**src/rtl/return_addr_stack.sv**
```systemverilog
// rtl/return_addr_stack.sv - circular return-address stack for call/return prediction
module return_addr_stack #(
  parameter int N     = 32,
  parameter int DEPTH = 8,
  parameter int PTR_W = 3
) (
  input  logic             clk,
  input  logic             reset,
  input  logic             flush,
  input  logic             push,
  input  logic             pop,
  input  logic [N-1:0]     push_data,
  output logic [N-1:0]     top_data,
  output logic             valid,
  output logic [PTR_W:0]   count,
  output logic             overflow,
  output logic             underflow
);

  localparam logic [PTR_W:0] FULL_COUNT = (PTR_W+1)'(DEPTH);

  // Occupancy is decoded from count; there is no separate state register.
  typedef enum logic [1:0] {
    OCC_EMPTY   = 2'd0,
    OCC_PARTIAL = 2'd1,
    OCC_FULL    = 2'd2
  } occ_t;

  logic [N-1:0]     entry [DEPTH];
  logic [PTR_W-1:0] tos;
  logic [PTR_W-1:0] tos_inc;
  logic [PTR_W-1:0] tos_dec;

  occ_t             occ;
  logic             push_eff;
  logic [PTR_W-1:0] next_tos;
  logic [PTR_W:0]   next_count;
  logic             next_overflow;
  logic             next_underflow;
  logic             wr_en;
  logic [PTR_W-1:0] wr_addr;

  // Pointer neighbours; PTR_W-bit arithmetic wraps modulo DEPTH.
  assign tos_inc = tos + 1'b1;
  assign tos_dec = tos - 1'b1;

  // A zero link address is treated as no push at all.
  assign push_eff = push && (push_data != '0);

  // Derive the occupancy class from the entry count.
  always_comb begin
    occ = OCC_PARTIAL;
    if (count == '0) begin
      occ = OCC_EMPTY;
    end else if (count == FULL_COUNT) begin
      occ = OCC_FULL;
    end
  end

  // Next-state and storage-write decode for push/pop/flush combinations.
  always_comb begin
    next_tos       = tos;
    next_count     = count;
    next_overflow  = 1'b0;
    next_underflow = 1'b0;
    wr_en          = 1'b0;
    wr_addr        = tos_inc;

    if (flush) begin
      next_tos   = '0;
      next_count = '0;
    end else if (push_eff && pop && (occ != OCC_EMPTY)) begin
      // Call and return together: replace the top entry in place.
      wr_en   = 1'b1;
      wr_addr = tos;
    end else if (push_eff) begin
      // Plain push, or push+pop on an empty stack.
      wr_en    = 1'b1;
      wr_addr  = tos_inc;
      next_tos = tos_inc;
      if (occ == OCC_FULL) begin
        next_overflow = 1'b1;
      end else begin
        next_count = count + 1'b1;
      end
    end else if (pop) begin
      if (occ == OCC_EMPTY) begin
        next_underflow = 1'b1;
      end else begin
        next_tos   = tos_dec;
        next_count = count - 1'b1;
      end
    end
  end

  // Pointer, count and pulse registers.
  always_ff @(posedge clk or negedge reset) begin
    if (!reset) begin
      tos       <= '0;
      count     <= '0;
      overflow  <= 1'b0;
      underflow <= 1'b0;
    end else begin
      tos       <= next_tos;
      count     <= next_count;
      overflow  <= next_overflow;
      underflow <= next_underflow;
    end
  end

  // Entry storage; cleared on reset, untouched by flush.
  always_ff @(posedge clk or negedge reset) begin
    if (!reset) begin
      for (int i = 0; i < DEPTH; i++) begin
        entry[i] <= '0;
      end
    end else if (wr_en) begin
      entry[wr_addr] <= push_data;
    end
  end

  // Outputs are combinational from registered state.
  always_comb begin
    top_data = '0;
    valid    = (count != '0);
    if (count != '0) begin
      top_data = entry[tos];
    end
  end

endmodule
```
**config.mk**
```make
export PLATFORM = sky130hd
export DESIGN_NAME = return_addr_stack
export DESIGN_NICKNAME = d
export VERILOG_FILES = /design/src/rtl/return_addr_stack.sv
export SDC_FILE = /design/constraint.sdc
export NUM_CORES = 1
export LEC_CHECK = 0
export CAP_MARGIN = 20
export CORE_MARGIN = 2
export CORE_UTILIZATION = 40
export CTS_CLUSTER_SIZE = 16
export DETAILED_ROUTE_END_ITERATION = 8
export PLACE_DENSITY = 0.63
export REMOVE_ABC_BUFFERS = 1
export SLEW_MARGIN = 25
export SYNTH_ARGS = -nofsm -noshare
export SYNTH_HDL_FRONTEND = slang
export SYNTH_SLANG_ARGS = --single-unit
```
**constraint.sdc**
```tcl
create_clock -name clk -period 5.2 [get_ports clk]
set_input_delay 1.04 -clock clk [delete_from_list [all_inputs] [get_ports clk]]
set_output_delay 1.04 -clock clk [all_outputs]
set_load 0.005 [all_outputs]
```
==> results of run 1 <==
==> flip-flops by register name, indices dropped and copies added (netlist names) <==
| register | count |
|---|---|
| underflow | 1 |
| entry | 256 |
| tos | 3 |
| overflow | 1 |
| count | 4 |
==> synth_stat cells, types with 2 or more instances <==
library cell | instances | area [um^2]
sky130_fd_sc_hd__ha_1 | 4 | 50.1
sky130_fd_sc_hd__o21ai_1 | 2 | 10.0
sky130_fd_sc_hd__o21ai_2 | 2 | 17.5
sky130_fd_sc_hd__nor2_1 | 40 | 150
sky130_fd_sc_hd__o21bai_1 | 2 | 15.0
sky130_fd_sc_hd__mux2_1 | 19 | 214
sky130_fd_sc_hd__dfrtp_1 | 265 | 6630
sky130_fd_sc_hd__nand4_1 | 2 | 12.5
sky130_fd_sc_hd__inv_1 | 5 | 18.8
sky130_fd_sc_hd__buf_2 | 13 | 65.1
sky130_fd_sc_hd__nand3_1 | 3 | 15.0
sky130_fd_sc_hd__nand2_1 | 10 | 37.5
sky130_fd_sc_hd__mux4_2 | 64 | 1440
sky130_fd_sc_hd__xor2_1 | 2 | 17.5
sky130_fd_sc_hd__nor3_1 | 3 | 15.0
sky130_fd_sc_hd__buf_4 | 12 | 90.1
sky130_fd_sc_hd__xnor2_1 | 4 | 35.0
sky130_fd_sc_hd__mux2i_1 | 33 | 330
sky130_fd_sc_hd__mux2_2 | 238 | 2680
sky130_fd_sc_hd__clkbuf_1 | 11 | 41.3
sky130_fd_sc_hd__o211ai_1 | 2 | 15.0
sky130_fd_sc_hd__o21ai_0 | 4 | 20.0
sky130_fd_sc_hd__nor4_1 | 10 | 62.6
sky130_fd_sc_hd__a21oi_1 | 4 | 20.0
sky130_fd_sc_hd__nor2b_1 | 2 | 12.5
sky130_fd_sc_hd__buf_1 | 11 | 41.3
sky130_fd_sc_hd__buf_6 | 4 | 45.0
==> worst paths after layout <==
path                                            start                endpoint  slack (ns)  cells after the start
worst min register to register  entry[80]$_DFFE_PN0P_   entry[80]$_DFFE_PN0P_        0.48                      1
worst min-delay path            entry[80]$_DFFE_PN0P_   entry[80]$_DFFE_PN0P_        0.48                      1
min in group asynchronous                       reset  entry[171]$_DFFE_PN0P_        0.59                      1
max in group asynchronous                       reset  entry[213]$_DFFE_PN0P_        3.48                      2
worst max-delay path                     push_data[8]   entry[14]$_DFFE_PN0P_        0.93                     11
worst max register to register     tos[0]$_DFFE_PN0P_   entry[43]$_DFFE_PN0P_        1.85                      8
==> worst max-delay path, cell delays in order <==
cell	delay, ns
sky130_fd_sc_hd__clkdlybuf4s50_1	0.58
sky130_fd_sc_hd__nor4_1	0.80
sky130_fd_sc_hd__nand4_1	0.25
sky130_fd_sc_hd__o21ai_2	0.25
sky130_fd_sc_hd__buf_4	0.25
sky130_fd_sc_hd__inv_2	0.14
sky130_fd_sc_hd__a21oi_1	0.39
sky130_fd_sc_hd__o21bai_4	0.27
sky130_fd_sc_hd__buf_16	0.25
sky130_fd_sc_hd__buf_8	0.16
sky130_fd_sc_hd__mux2_1	0.31
==> power by group through the flow <==
| stage | logic (uW) | clock network, uW | registers, uW |
|---|---|---|---|
| after global routing | 3780 | 2300 | 3710 |
| after detailed placement | 3520 | 0 | 3620 |
| after global placement | 3470 | 0 | 3580 |
| final | 3460 | 2170 | 3570 |
| after floorplan | 2280 | 0 | 3480 |
| after CTS | 3540 | 2210 | 3580 |
==> area by class of cell <==
type	instances	area, um^2	area share
clock buffers	45	898	0.0609
clock inverters	11	133	0.00900
inverters	6	22.5	0.00153
multi-input cells	469	5450	0.370
flip-flops and latches	265	6640	0.451
well taps	396	495	0.0336
repair buffers	112	1100	0.0745
==> logic make-up (layout without fill, tap and decap cells) <==
logic type | after synthesis | count (layout)
DFF | 265 | 265
AOI/OAI and AO/OA | 26 | 26
buffers and inverters | 57 | 174
muxes | 354 | 354
xor gates and xnor gates | 7 | 7
and+or+nand+nor | 77 | 77
adders and majority gates | 5 | 5
==> stage by stage <==
stage	hold WS [ns]	TNS (ns)	total power, uW	std cells	utilization
floorplan	0.453	-52.00	5760	740	-
global placement	0.467	0	7040	1246	0.448
detailed placement	0.474	0	7140	1248	0.449
CTS	0.487	0	9330	1304	0.483
global route	0.507	0	9800	1304	0.483
finish	0.484	0	9210	1304	0.483
==> metal layers <==
layer | routed length, um | global-route usage | vias up
li1 | - | - | 3131
met1 | 13000 | 0.255 | 3775
met2 | 13000 | 0.279 | 91
met3 | 891 | 0.0245 | 29
met4 | 358 | 0.0322 | 2
met5 | 13 | 0 | -
==> metrics, run 1 <==
outcome finished clean; half-perimeter wire length after detailed placement between 15 and 20 mm; initial antenna violation count 1; total vias in the final route about 7,000; share of async-settable or async-resettable flops after synthesis 1.00; antenna diode count 0; H-tree lvl count 1; Min-Delay Path Class reg2reg; post-synthesis cell type count 47; die area 32,300 um^2; number of global-route vias before repair between 7,000 and 8,000; share of total power in the clock network 0.236; number of I/O pins 76; clock latency on the worst-skew pair around 0.54 ns; synthesized cell area 12,300 um^2; setup violators final 0; hold bufs inserted after CTS 0; Post-CTS Setup Inserts 0; net count of the finished layout between 900 and 1,000; proportion of synthesized area in mux cells 0.378; dominant combinational cell family by area after synthesis multiplexers; share of synthesized area occupied by flip-flops and latches 0.538; RSZ-0062 raised after global routing no; post-synthesis adder-cell area fraction 0.00568; area fraction in compound gates after synthesis 0.0177; total non-filler cell area in the finished layout approximately 15,000 um^2; detailed-route wire length per cell ~21 um; register bit total from synthesis about 270; initial standard-cell utilization of the core 0.404; post-synthesis simple-gate area fraction 0.0302; switching portion of total power 0.297; total internal power around 6500 uW; number of CTS-inserted buffers 30; arrival time of the worst setup path roughly 4.7 ns; leakage power 0.00628 uW; Mapped Avg Cell Area roughly 16 um^2; final wirelength 27.2 mm; Max transition margin 0.323; overall die width approximately 180 um; fraction of final layout cells with drive strength greater than 1 0.449; Critical Setup Path Class in2reg; Primary FF master, synth sky130_fd_sc_hd__dfrtp_1; wire length of the first global-routing pass between 40 and 50 mm; CP Capture Type flop; CTS max path bufs 3; Critical Path Fanout Max 13; Die Ht roughly 180 um; number of maximum-capacitance constraint violations 0; Detailed Routing Iterations Pass 1 4; post-cts gate resize count 0; drc violations 0; post-synthesis cell count 791; global-route usage over all layers 0.174; count of clock tree sinks 265; area growth from synthesis to layout 19.5%; total net switching power approximately 2700 uW; maximum number of pins on one net before global-route repair 120; most frequent cells in the layout sky130_fd_sc_hd__dfrtp_1 (262), sky130_fd_sc_hd__mux2_2 (238), sky130_fd_sc_hd__clkdlybuf4s50_1 (74); type of origin of the critical path input pin; total count of hold-check failures in the final report 0; Flop pwr share 0.388; final clock period utilization by the worst path 0.822; clock transition at the registers of the reported paths around 0.060 ns; Antenna Nets Post-Route 0; Setup WS pre-CTS ~0.23 ns; fin crit period roughly 4.3 ns; Synth Warn # 0; endpoint required time on the critical path about 5.6 ns; leading cell type in the layout, fill and taps excluded sky130_fd_sc_hd__dfrtp_1; part of the total power dissipated in combinational logic 0.376; FP Rows 64; worst-case clock skew 0.0105 ns; TritonCTS clock tree done; Worst Tran Pin Value 1.01 ns; xor-xnor portion of the synthesized cell area 0.00558; maximum frequency from static timing analysis about 230 MHz; max-slew violation count 0; area after detailed placement between 10,000 and 15,000 um^2; number of synthesized flops with an enable pin 0; maximum vdd ir drop 269 uV; Vias/cell 5.39; total power per unit cell area between 600 and 700 nW/um^2; placeable core region 30,500 um^2; routability-driven placement congestion ratio 0.737; clock root buffer master sky130_fd_sc_hd__clkbuf_16; number of input and output port buffers inserted 75; setup slack after layout between 0.9 and 1 ns; Remaining Overflow, GRT 0; fill cell instance count of the final layout 2,653; drt first-iter violations 311
Power figures use the tool's default switching activity.
==> run 2: changes to the inputs <==
==> constraint.sdc (replaced) <==
create_clock -name clk -period 4 [get_ports clk]
set_input_delay 0.8 -clock clk [delete_from_list [all_inputs] [get_ports clk]]
set_output_delay 0.8 -clock clk [all_outputs]
set_load 0.005 [all_outputs]
==> run 2 against run 1 <==
Net effect: register-to-register slack worse by 1.0 ns; die area stayed put; sequential share of layout area is 1.3 points lower; highest routed layer is now met4; hold slack worse by 0.31 ns; clock skew is 0.0053 ns higher; critical endpoint is now top_data[2]; largest power group is now combinational cells.
==> metrics, run 2 (synthesis results as in run 1) <==
capturing instance or port of the critical path top_data[2] (was entry[14]$_DFFE_PN0P_); number of global-route vias before repair 7,705 (was 7,611); utilization of the core after routing 0.497 (was 0.483); Min Hold Slack 0.174 ns (was 0.484 ns); part of the total power dissipated in combinational logic 0.386 (was 0.376); initial standard-cell utilization of the core 0.404 (unchanged); maximum frequency from static timing analysis 267 MHz; max reg flops 256 (unchanged); number of I/O pins 76 (unchanged); reg-to-reg endpoint entry[217]$_DFFE_PN0P_ (was entry[43]$_DFFE_PN0P_); Antenna Nets Post-Route 0 (unchanged); endpoint required time on the critical path 3.20 ns (was 5.62 ns); initial antenna violation count 0 (was 1); multi-input logic area 5450 um^2 (unchanged); detailed-route wire length per cell 20.9 um (about the same); wire length of the first global-routing pass 45.5 mm (was 44.9 mm); Min-Delay Path Class in2async (was reg2reg); leakage power 0.00652 uW (was 0.00628 uW); Critical Setup Path Class reg2out (was in2reg); total net switching power 3610 uW (was 2730 uW); startpoint of the most critical register-to-register path tos[1]$_DFFE_PN0P_ (was tos[0]$_DFFE_PN0P_); H-tree lvl count 1 (unchanged); arrival time of the worst setup path 2.94 ns (was 4.70 ns); setup violators final 0 (unchanged); max-slew violation count 0 (unchanged); type of origin of the critical path flop (was input pin); clock transition at the registers of the reported paths 0.06 ns (about the same); fraction of final layout cells with drive strength greater than 1 0.475 (was 0.449); setup slack after layout 0.256 ns (was 0.925 ns); area growth from synthesis to layout 23.0% (was 19.5%); total power of the final layout 12,100 uW (was 9210 uW); Post-CTS Setup Inserts 0 (unchanged); half-perimeter wire length after detailed placement 17.7 mm (was 17.1 mm); CTS max path bufs 3 (unchanged); maximum number of pins on one net before global-route repair 91 (was 120); net count of the finished layout 966 (was 926); Flop pwr share 0.383 (was 0.388); worst-case clock skew 0.0158 ns (was 0.0105 ns); drc violations 0 (unchanged); RSZ-0062 raised after global routing no (unchanged); global-route usage over all layers 0.178 (was 0.174); most frequent cells in the layout sky130_fd_sc_hd__dfrtp_1 (262), sky130_fd_sc_hd__mux2_2 (238), sky130_fd_sc_hd__clkdlybuf4s50_1 (74) (unchanged); share of total power in the clock network 0.231 (was 0.236); CP Capture Type output pin (was flop); antenna diode count 0 (unchanged); largest registers in the final layout entry x256, count x4, tos x3 (unchanged); TritonCTS clock tree done (unchanged); Max transition margin 0.365 (was 0.323); clock latency on the worst-skew pair 0.54 ns (about the same); final wirelength 28.1 mm (was 27.2 mm); number of standard cells in the final layout excluding fillers 1,344 (was 1,304); Detailed Routing Iterations Pass 1 4 (unchanged); FP Rows 64 (unchanged); fin crit period around 3.7 ns; switching portion of total power 0.298 (was 0.297); register with the most flip-flops entry (unchanged); die area 32,300 um^2 (unchanged); total count of hold-check failures in the final report 0 (unchanged); number of input and output port buffers inserted 75 (unchanged); clock root buffer master sky130_fd_sc_hd__clkbuf_16 (unchanged); total power per unit cell area 799 nW/um^2 (was 624 nW/um^2); Remaining Overflow, GRT 0 (unchanged); outcome finished clean (unchanged); total vias in the final route 7,155 (was 7,028); Vias/cell 5.32 (was 5.39); count of clock tree sinks 265 (unchanged); worst setup path startpoint tos[1]$_DFFE_PN0P_ (was push_data[8]); final clock period utilization by the worst path 0.936; routability-driven placement congestion ratio 0.781 (was 0.737); drt first-iter violations 401 (was 311); Critical Path Fanout Max 34 (was 13); Die Ht 180 um (unchanged); total internal power 8500 uW (was 6470 uW); Reg area 6640 um^2 (about the same); number of maximum-capacitance constraint violations 0 (unchanged); hold bufs inserted after CTS 0 (unchanged); Worst Tran Pin Value 0.953 ns (was 1.01 ns); leading cell type in the layout, fill and taps excluded sky130_fd_sc_hd__dfrtp_1 (unchanged); number of CTS-inserted buffers 30 (unchanged); worst setup slack for register-to-register paths 0.85 ns (was 1.85 ns); overall die width 180 um (unchanged); depth of the worst register-to-register path 9 (was 8); fill cell instance count of the final layout 2,644 (was 2,653); Placed Cells incl. Taps 1,288 (was 1,248); placeable core region 30,500 um^2 (unchanged); maximum vdd ir drop 332 uV (was 269 uV); Setup WS pre-CTS 0.207 ns (was 0.229 ns); post-cts gate resize count 0 (unchanged)
[run 2: worst min-delay path by stage]
stage / startpoint / end / slack (ns) / cells past startpoint
6_report: reset / entry[203]$_DFFE_PN0P_ / 0.17 / 1
3_3_place_gp: entry[81]$_DFFE_PN0P_ / entry[81]$_DFFE_PN0P_ / 0.46 / 1
3_5_place_dp: entry[80]$_DFFE_PN0P_ / entry[80]$_DFFE_PN0P_ / 0.47 / 1
2_1_floorplan: entry[202]$_DFFE_PN0P_ / entry[202]$_DFFE_PN0P_ / 0.45 / 1
4_1_cts: reset / entry[203]$_DFFE_PN0P_ / 0.18 / 1
5_1_grt: reset / entry[203]$_DFFE_PN0P_ / 0.21 / 1
[run 2: power by group through the flow]
stage | clock [uW] | sequential (uW) | combinational, uW
after global routing | 3010 | 4800 | 5100
after floorplan | 0 | 4520 | 2970
after CTS | 2880 | 4650 | 4760
final | 2800 | 4640 | 4680
after detailed placement | 0 | 4680 | 4750
after global placement | 0 | 4650 | 4660
[run 2: critical path, cell delays in order (launching register included)]
cell                              delay, ns
sky130_fd_sc_hd__dfrtp_2               0.99
sky130_fd_sc_hd__buf_4                 0.37
sky130_fd_sc_hd__mux4_2                0.32
sky130_fd_sc_hd__mux2i_1               0.15
sky130_fd_sc_hd__nor2_1                0.08
sky130_fd_sc_hd__clkdlybuf4s50_1       0.48
[run 2: per-layer routing]
layer	up-vias	wire, um	global-route usage	part of all wire
li1	3214	-	-	-
met1	3820	13700	0.263	0.49
met2	96	13200	0.284	0.47
met3	25	808	0.0235	0.029
met4	0	350	0.0328	0.012
met5	-	0	0	0
[run 2: area by class of cell]
type                       instances  share of cell area
sequential                       265               0.438
multi-input combinational        469               0.359
timing repair buffer             152               0.101
clock buffer                      41              0.0569
tap                              396              0.0327
clock inverter                    15              0.0106
inverter                           6             0.00149
[run 2: through the flow]
step	setup TNS [ns]	cell area [um^2]
after global placement	0	14100
final	0	15200
after floorplan	-342.27	12000
after detailed placement	0	14100
after CTS	0	15200
after global routing	0	15200
==> run 3: changes to the inputs <==
--- a/config.mk
+++ b/config.mk
@@ -11,6 +11,7 @@
 export CTS_CLUSTER_SIZE = 16
 export DETAILED_ROUTE_END_ITERATION = 8
 export PLACE_DENSITY = 0.63
+export RECOVER_POWER = 25
 export REMOVE_ABC_BUFFERS = 1
 export SLEW_MARGIN = 25
 export SYNTH_ARGS = -nofsm -noshare
==> run 3 against run 2 <==
Net effect: the run now ends with capacitance limit, slew limit left; global-route usage unchanged; final area down 0.15%; die area unchanged; non-clock buffer count unchanged; power about the same; sequential share of layout area up 0.065 points; clock power about the same; sequential power about the same; count of clock-buffer cells in the layout unchanged; critical path depth unchanged; hold slack worse by 0.019 ns; register-to-register slack about the same; critical path type unchanged; largest cell class unchanged.
==> metrics, run 3 (synthesis results as in run 1) <==
Critical Path Fanout Max 34 (unchanged); reg-to-reg endpoint entry[217]$_DFFE_PN0P_ (unchanged); detailed-route wire length per cell 20.8 um (was 20.9 um); worst-case clock skew 0.0182 ns (was 0.0158 ns); number of CTS-inserted buffers 30 (unchanged); startpoint of the most critical register-to-register path tos[1]$_DFFE_PN0P_ (unchanged); number of input and output port buffers inserted 75 (unchanged); Worst Tran Pin Value 2.24 ns (was 0.953 ns); post-cts gate resize count 0 (unchanged); fraction of final layout cells with drive strength greater than 1 0.473 (was 0.475); net count of the finished layout 966 (unchanged); endpoint required time on the critical path 3.20 ns (about the same); depth of the worst register-to-register path 9 (unchanged); RSZ-0062 raised after global routing no (unchanged); initial standard-cell utilization of the core 0.404 (unchanged); placeable core region 30,500 um^2 (unchanged); Placed Cells incl. Taps 1,288 (unchanged); half-perimeter wire length after detailed placement 17.7 mm (unchanged); hold bufs inserted after CTS 0 (unchanged); count of clock tree sinks 265 (unchanged); drt first-iter violations 422 (was 401); drc violations 0 (unchanged); number of maximum-capacitance constraint violations 3 (was 0); overall die width 180 um (unchanged); final clock period utilization by the worst path 0.934 (was 0.936); Antenna Nets Post-Route 0 (unchanged); clock transition at the registers of the reported paths 0.06 ns (about the same); leading cell type in the layout, fill and taps excluded sky130_fd_sc_hd__dfrtp_1 (unchanged); largest registers in the final layout entry x256, count x4, tos x3 (unchanged); capturing instance or port of the critical path top_data[2] (unchanged); worst setup slack for register-to-register paths 0.86 ns (was 0.85 ns); number of I/O pins 76 (unchanged); number of standard cells in the final layout excluding fillers 1,344 (unchanged); total power of the final layout 12,100 uW (about the same); Final TNS setup 0 ns (unchanged); most frequent cells in the layout sky130_fd_sc_hd__dfrtp_1 (262), sky130_fd_sc_hd__mux2_2 (238), sky130_fd_sc_hd__clkdlybuf4s50_1 (74) (unchanged); fin crit period 3.74 ns (about the same); CTS max path bufs 3 (unchanged); maximum number of pins on one net before global-route repair 91 (unchanged); total vias in the final route 7,177 (was 7,155); max-slew violation count 157 (was 0); Critical Setup Path Class reg2out (unchanged); Die Ht 180 um (unchanged); Remaining Overflow, GRT 0 (unchanged); TritonCTS clock tree done (unchanged); wire length of the first global-routing pass 45.5 mm (unchanged); Max transition margin -0.493 (was 0.365); FP Rows 64 (unchanged); Post-CTS Setup Inserts 0 (unchanged); worst setup path startpoint tos[1]$_DFFE_PN0P_ (unchanged); final wirelength 28.0 mm (was 28.1 mm); routability-driven placement congestion ratio 0.781 (unchanged); outcome finished with violations (was finished clean); clock latency on the worst-skew pair 0.55 ns (was 0.54 ns); Min-Delay Path Class in2async (unchanged); arrival time of the worst setup path 2.94 ns (about the same); type of origin of the critical path flop (unchanged); fill cell instance count of the final layout 2,649 (was 2,644); maximum vdd ir drop 332 uV (about the same); Vias/cell 5.34 (was 5.32); leakage power 0.00651 uW (was 0.00652 uW); failing checks capacitance limit, slew limit; antenna diode count 0 (unchanged); total power per unit cell area 800 nW/um^2 (was 799 nW/um^2); total count of hold-check failures in the final report 0 (unchanged); CP Capture Type output pin (unchanged); die area 32,300 um^2 (unchanged); global-route usage over all layers 0.178 (unchanged); H-tree lvl count 1 (unchanged); area growth from synthesis to layout 22.8% (was 23.0%); max reg flops 256 (unchanged); maximum frequency from static timing analysis 268 MHz (was 267 MHz); setup violators final 0 (unchanged); number of global-route vias before repair 7,705 (unchanged); register with the most flip-flops entry (unchanged); initial antenna violation count 0 (unchanged); multi-input logic area 5450 um^2 (unchanged); Reg area 6640 um^2 (unchanged); clock root buffer master sky130_fd_sc_hd__clkbuf_16 (unchanged); Min Hold Slack 0.155 ns (was 0.174 ns); Detailed Routing Iterations Pass 1 4 (unchanged)
==> run 3: how the worst min path moves through the flow <==
stage	start	depth (start not counted)	slack, ns	endpoint
final	reset	1	0.15	entry[203]$_DFFE_PN0P_
after global placement	entry[81]$_DFFE_PN0P_	1	0.46	entry[81]$_DFFE_PN0P_
after floorplan	entry[202]$_DFFE_PN0P_	1	0.45	entry[202]$_DFFE_PN0P_
after CTS	reset	1	0.18	entry[203]$_DFFE_PN0P_
after global routing	reset	1	0.19	entry[203]$_DFFE_PN0P_
after detailed placement	entry[80]$_DFFE_PN0P_	1	0.47	entry[80]$_DFFE_PN0P_
==> run 3: final cells by class <==
cell class	instances	area share
clock buffers	41	0.0570
repair buffers	152	0.0998
flip-flops and latches	265	0.438
multi-input cells	469	0.360
inverters	6	0.00149
well taps	396	0.0327
clock inverters	15	0.0107
==> run 3: report_power, final <==
group          switching (uW)  internal [uW]  leakage [uW]
combinational            1750           2920       0.00265
sequential                761           3880       0.00335
clock                    1100           1700      0.000503
==> run 3: routing by layer <==
layer | wire length [um] | vias to the layer above | GRT usage
li1 | - | 3216 | -
met1 | 13600 | 3829 | 0.263
met2 | 13200 | 107 | 0.284
met3 | 852 | 25 | 0.0235
met4 | 350 | 0 | 0.0328
met5 | 0 | - | 0
==> run 3: stage by stage <==
step	setup slack [ns]	util	instance area (um^2)
global placement	0.255	0.463	14100
CTS	0.164	0.497	15200
floorplan	-1.75	-	12000
detailed placement	0.207	0.463	14100
finish	0.262	0.496	15100
global route	0.0679	0.496	15100
==> run 3: critical path, stage by stage, from the launching register on <==
cell                              delay (ns)
sky130_fd_sc_hd__dfrtp_2                0.99
sky130_fd_sc_hd__buf_4                  0.37
sky130_fd_sc_hd__mux4_2                 0.32
sky130_fd_sc_hd__mux2i_1                0.15
sky130_fd_sc_hd__nor2_1                 0.08
sky130_fd_sc_hd__clkdlybuf4s50_1        0.48
